## src/rtl/conv_channel_acc_ctrl_pkg.sv

```systemverilog
// Shared definitions for the channel-input accumulation sequencer: FSM state
// encoding and error-flag bit positions.
package conv_channel_acc_ctrl_pkg;

    typedef enum logic [1:0] {
        ST_IDLE  = 2'd0,
        ST_RUN   = 2'd1,
        ST_DRAIN = 2'd2
    } state_e;

    localparam int ERR_W     = 3;
    localparam int ERR_OVF   = 0;
    localparam int ERR_UNF   = 1;
    localparam int ERR_PROTO = 2;

endpackage

```

## src/rtl/conv_pix_ch_counter.sv

```systemverilog
// Pixel/channel position counter: pixel wraps into the channel index, channel
// wraps back to zero; last_o marks the final pixel of the final channel.
module conv_pix_ch_counter
    import conv_channel_acc_ctrl_pkg::*;
#(
    parameter int IMAGE_SIZE     = 65536,
    parameter int CHANNEL_NUM_IN = 3,
    parameter int POINTER_WIDTH  = $clog2(IMAGE_SIZE) + 1,
    parameter int CH_WIDTH       = $clog2(CHANNEL_NUM_IN) + 1
) (
    input  logic                     clk,
    input  logic                     reset,
    input  logic                     clr_i,
    input  logic                     en_i,
    output logic [POINTER_WIDTH-1:0] pix_o,
    output logic [CH_WIDTH-1:0]      ch_o,
    output logic                     last_o
);

    localparam logic [POINTER_WIDTH-1:0] PIX_MAX = POINTER_WIDTH'(IMAGE_SIZE - 1);
    localparam logic [CH_WIDTH-1:0]      CH_MAX  = CH_WIDTH'(CHANNEL_NUM_IN - 1);

    logic [POINTER_WIDTH-1:0] pix_q, pix_d;
    logic [CH_WIDTH-1:0]      ch_q, ch_d;
    logic                     pix_wrap;

    assign pix_wrap = (pix_q == PIX_MAX);

    always_comb begin
        pix_d = pix_q;
        ch_d  = ch_q;
        if (clr_i) begin
            pix_d = '0;
            ch_d  = '0;
        end else if (en_i) begin
            if (pix_wrap) begin
                pix_d = '0;
                ch_d  = (ch_q == CH_MAX) ? '0 : ch_q + CH_WIDTH'(1);
            end else begin
                pix_d = pix_q + POINTER_WIDTH'(1);
            end
        end
    end

    always_ff @(posedge clk or posedge reset) begin
        if (reset) begin
            pix_q <= '0;
            ch_q  <= '0;
        end else begin
            pix_q <= pix_d;
            ch_q  <= ch_d;
        end
    end

    assign pix_o  = pix_q;
    assign ch_o   = ch_q;
    assign last_o = pix_wrap & (ch_q == CH_MAX);

endmodule

```

## src/rtl/conv_channel_acc_ctrl.sv

```systemverilog
// Sequencer for the adder / partial-sum FIFO / zero-select accumulation path.
// Operand side and result side are tracked by independent position counters.
module conv_channel_acc_ctrl
    import conv_channel_acc_ctrl_pkg::*;
#(
    parameter int IMAGE_SIZE     = 65536,
    parameter int CHANNEL_NUM_IN = 3,
    parameter int POINTER_WIDTH  = $clog2(IMAGE_SIZE) + 1,
    parameter int CH_WIDTH       = $clog2(CHANNEL_NUM_IN) + 1
) (
    input  logic                clk,
    input  logic                reset,
    input  logic                start,
    input  logic                valid_in,
    input  logic                valid_add,
    input  logic                fifo_full,
    input  logic                fifo_empty,
    output logic                sel_zero,
    output logic                fifo_rd_en,
    output logic                fifo_wr_en,
    output logic                out_valid,
    output logic                busy,
    output logic                done,
    output logic [CH_WIDTH-1:0] in_ch,
    output logic [ERR_W-1:0]    err
);

    localparam logic [CH_WIDTH-1:0] CH_MAX = CH_WIDTH'(CHANNEL_NUM_IN - 1);

    state_e                   state_q, state_d;
    logic [ERR_W-1:0]         err_q, err_d;
    logic                     done_q, done_d;

    logic                     busy_w, run_w, start_acc;
    logic                     in_en, res_en, in_last, res_last;
    logic [POINTER_WIDTH-1:0] in_pix, res_pix;
    logic [CH_WIDTH-1:0]      in_ch_w, res_ch;
    logic                     unused_pix;

    assign busy_w    = (state_q != ST_IDLE);
    assign run_w     = (state_q == ST_RUN);
    assign start_acc = start & (state_q == ST_IDLE);
    assign in_en     = run_w & valid_in;
    assign res_en    = busy_w & valid_add;

    conv_pix_ch_counter #(
        .IMAGE_SIZE    (IMAGE_SIZE),
        .CHANNEL_NUM_IN(CHANNEL_NUM_IN),
        .POINTER_WIDTH (POINTER_WIDTH),
        .CH_WIDTH      (CH_WIDTH)
    ) u_in_cnt (
        .clk   (clk),
        .reset (reset),
        .clr_i (start_acc),
        .en_i  (in_en),
        .pix_o (in_pix),
        .ch_o  (in_ch_w),
        .last_o(in_last)
    );

    conv_pix_ch_counter #(
        .IMAGE_SIZE    (IMAGE_SIZE),
        .CHANNEL_NUM_IN(CHANNEL_NUM_IN),
        .POINTER_WIDTH (POINTER_WIDTH),
        .CH_WIDTH      (CH_WIDTH)
    ) u_res_cnt (
        .clk   (clk),
        .reset (reset),
        .clr_i (start_acc),
        .en_i  (res_en),
        .pix_o (res_pix),
        .ch_o  (res_ch),
        .last_o(res_last)
    );

    // Pixel positions are tracked for debug visibility; sequencing only needs last/ch.
    assign unused_pix = ^{in_pix, res_pix};

    assign sel_zero   = busy_w & (in_ch_w == '0);
    assign fifo_rd_en = in_en & (in_ch_w != '0);
    assign fifo_wr_en = res_en & (res_ch != CH_MAX);
    assign out_valid  = res_en & (res_ch == CH_MAX);

    always_comb begin
        state_d = state_q;
        done_d  = 1'b0;
        err_d   = start_acc ? '0 : err_q;
        err_d[ERR_OVF]   = err_d[ERR_OVF] | (fifo_wr_en & fifo_full);
        err_d[ERR_UNF]   = err_d[ERR_UNF] | (fifo_rd_en & fifo_empty);
        err_d[ERR_PROTO] = err_d[ERR_PROTO] | (valid_in & ~run_w) | (valid_add & ~busy_w);
        case (state_q)
            ST_IDLE:  if (start) state_d = ST_RUN;
            ST_RUN:   if (in_en & in_last) state_d = ST_DRAIN;
            ST_DRAIN: begin
                if (res_en & res_last) begin
                    state_d = ST_IDLE;
                    done_d  = 1'b1;
                end
            end
            default:  state_d = ST_IDLE;
        endcase
    end

    always_ff @(posedge clk or posedge reset) begin
        if (reset) begin
            state_q <= ST_IDLE;
            err_q   <= '0;
            done_q  <= 1'b0;
        end else begin
            state_q <= state_d;
            err_q   <= err_d;
            done_q  <= done_d;
        end
    end

    assign busy  = busy_w;
    assign done  = done_q;
    assign in_ch = in_ch_w;
    assign err   = err_q;

endmodule

```

## config.mk

```make
export PLATFORM = sky130hd
export DESIGN_NAME = conv_channel_acc_ctrl
export DESIGN_NICKNAME = d
export VERILOG_FILES = /design/src/rtl/conv_channel_acc_ctrl_pkg.sv /design/src/rtl/conv_pix_ch_counter.sv /design/src/rtl/conv_channel_acc_ctrl.sv
export SDC_FILE = /design/constraint.sdc
export NUM_CORES = 1
export LEC_CHECK = 0
export ABC_AREA = 1
export CAP_MARGIN = 0
export CELL_PAD_IN_SITES_DETAIL_PLACEMENT = 2
export CELL_PAD_IN_SITES_GLOBAL_PLACEMENT = 2
export CORE_MARGIN = 2
export CORE_UTILIZATION = 30
export CTS_CLUSTER_SIZE = 20
export DETAILED_ROUTE_END_ITERATION = 7
export GPL_ROUTABILITY_DRIVEN = 0
export GPL_TIMING_DRIVEN = 0
export PLACE_DENSITY_LB_ADDON = 0.1
export SLEW_MARGIN = 20
export SYNTH_ARGS = -nofsm -noshare
export SYNTH_HDL_FRONTEND = slang
export SYNTH_HIERARCHICAL = 1
export SYNTH_SLANG_ARGS = --single-unit
```

## constraint.sdc

```tcl
create_clock -name clk -period 1.78 [get_ports clk]
set_clock_uncertainty 0.15 [all_clocks]
set_input_delay 0.356 -clock clk [delete_from_list [all_inputs] [get_ports clk]]
set_output_delay 0.356 -clock clk [all_outputs]
set_load 0.02 [all_outputs]
```

==> out/metrics.cfg <==
[critical_path]
cpPeakStageDelay_ns = 0.44
slowest_stage = dfrtp_2
cp_max_fo = 6
end_kind = register
cpMostUsedCell = nor2_4
arrival_ns = 1.96
start_kind = register
crit_chain = nor2_4 -> buf_12 -> nor2_4 -> buf_6 -> nor2_4 -> clkinv_4 -> buf_6 -> nand2_2 -> xor2_1 -> nor2_1
required_ns = 1.84
critPathKind = register to register

[power]
ir_worst_vdd_v = 0.000500
p_int_uw = 2390
power.switching_uw = 1540
leakage_uw = 0.00195
seqPwrFrac = 0.385
combPwrFrac = 0.398
power_uw = 3930
switching_share = 0.392
p_per_area_mw_per_mm2 = 985
clockPowerShare = 0.217

[cells_and_area]
nNetsFinal = 463
final_common_cell = nand2_1
mostFrequentLayoutCells = nand2_1, inv_1, nor2_1
fin_area_mm2 = 0.00399
nFillCells = 993
multi_input_area_mm2 = 0.00170
ff_latch_area_mm2 = 0.00116
drive_gt1_frac = 0.348
area_growth_pct = 47.2

[floorplan]
core_mm2 = 0.00876
pin_count = 19
dieWidth_um = 99.1
die_area_mm2 = 0.00982
fp.dieH_um = 99.1
initial_core_util = 0.310
rows = 34

[sta]
hold-worst-slack_ns = 0.225
finalCritPeriodShare = 1.07
worst_slew_margin_rel = 0.421
finalSetupViolCount = 29
hold_violations = 0
worstMarginPinSlew_ns = 0.867
fin_crit_ns = 1.91
rsz0062_at_grt = true
maxClockFrequency_mhz = 524
final_max_slew_viol_count = 0
worst_slack_ns = -0.129

[logic_synthesis]
synthArstFlopShare = 1.00
ys_seq_area_frac = 0.424
synth_top_area_cell = dfrtp_1
synth-edff-count = 0
synth.area.top_cells = dfrtp_1, nand2_1, nor2_1
synth_nets = 385
synth-seq-cells = 46
ys.flop_type = dfrtp_1
postSynthCellCount = 376
netlist-cell-type-count = 25
syn_area_mm2 = 0.00271
netlist.area_leader.share = 0.424
yosysWarnings = 6
synth_area_per_cell_um2 = 7.21

[outcome]
failed_checks = negative setup slack
status = complete, but fails checks

[grt]
antenna_found_initial = 1
overflow = 0
grt_pass1_vias = 2918
groute.usage.overall = 0.178
grt_max_degree = 21
grt_pass1_wl_mm = 14.1

[clock_tree]
cts_tree = done
cts-buffers-inserted = 5
clk_pin_slew_ns = 0.10
htreeDepth = 2
clk_latency_ns = 0.31
clock-root-buffer = clkbuf_8
clk_path_buf_depth = 2
cts.sinks = 46
ctsHoldBuffers = 0

[routing]
firstDrtPassIters = 4
num_vias = 2737
drtIter0Drc = 28
wl_per_cell_um = 18.7
via_per_inst = 4.86
wl_mm = 10.5
antenna_left = 0
drc = 0

[placement]
port_buffers = 18
post-place-ws_ns = -0.810
placed_cell_area_mm2 = 0.00303
hpwl_mm = 5.80

[run]
max_cap_violations = 0

[hold_path]
hold_path_class = input pin to asynchronous set/reset pin

routing by layer:
metal | vias to the layer above | share of wire | track usage
met5 | - | 0 | 0
met4 | 0 | 0.012 | 0.0421
met3 | 9 | 0.0083 | 0.0260
met2 | 11 | 0.58 | 0.348
met1 | 1393 | 0.40 | 0.203
li1 | 1324 | - | -
critical path, delay by kind of cell (launching register included):
family | cells | cell delay [ns]
XOR/XNOR | 1 | 0.17
buffers and inverters | 4 | 0.53
flip-flops | 1 | 0.44
AND/OR/NAND/NOR | 5 | 0.52
final timing paths:
path                               startpoint             endpoint  slack, ns  cells past startpoint
setup / recovery                   state_q[0]   u_res_cnt/pix_o[3]      -0.13                     10
hold / removal                          reset               err[1]       0.23                      2
setup reg to reg                   state_q[0]   u_res_cnt/pix_o[3]      -0.13                     10
hold reg to reg            u_in_cnt/pix_o[16]   u_in_cnt/pix_o[16]       0.36                      2
max in group asynchronous               reset  u_res_cnt/pix_o[11]       0.41                      2
min in group clk           u_in_cnt/pix_o[16]   u_in_cnt/pix_o[16]       0.36                      2
cell families (layout without fill, tap and decap cells):
| group | count (synthesis) | count (layout) | synth area share |
|---|---|---|---|
| buf+inv | 55 | 133 | 0.0816 |
| compound gates | 18 | 18 | 0.0351 |
| other cells | 0 | 1 | 0 |
| simple gates | 239 | 239 | 0.398 |
| xor+xnor | 16 | 16 | 0.0517 |
| flops | 46 | 46 | 0.424 |
| fa+ha+maj | 2 | 2 | 0.00922 |
registers in the layout, summed over array words and instances (netlist names):
signal / cells
u_in_cnt/ch_o: 3
state_q: 2
u_in_cnt/pix_o: 17
u_res_cnt/ch_o: 3
u_res_cnt/pix_o: 17
err: 3
done: 1
what timing repair did:
item                                    4_1_cts  5_1_grt
endpoints found under the hold margin         0        0
buffers inserted                             17       35
endpoints found under the setup margin       53       38
cloned                                        0        2
resized for setup                            52      103
pin swaps                                     5       39
power groups by stage:
| stage | registers, µW | clock network (µW) | logic, µW |
|---|---|---|---|
| CTS | 1460 | 863 | 1160 |
| finish | 1510 | 852 | 1570 |
| detailed placement | 1510 | 0 | 1040 |
| floorplan | 1510 | 0 | 626 |
| global route | 1550 | 919 | 1730 |
| global placement | 1500 | 0 | 1000 |
cells in the mapped netlist (3+ instances only):
library cell  count
nor2_2            7
nor3_1            9
o21ai_0          10
nor2_1           59
inv_1            51
nand3_1          35
nand2_2           3
a21oi_1           5
nand4_1           8
nor2_4            4
nand2_1         102
xor2_1           14
dfrtp_1          46
final cells by class:
class	count	share of cell area
multi-input combinational	275	0.425
sequential	46	0.291
timing repair buffer	69	0.154
inverter	55	0.0620
tap	108	0.0338
clock buffer	6	0.0207
clock inverter	1	0.00752
timing repair inverter	2	0.00439
antenna	1	0.000627
metrics by stage:
step                       util  setup TNS (ns)  std cells
after floorplan               -               0        376
after global placement    0.346          -18.02        502
after detailed placement  0.346          -17.65        502
after CTS                 0.380          -0.576        526
after global routing      0.456           -5.30        563
final                     0.456           -1.47        563
(Power assumes the default switching activity.)
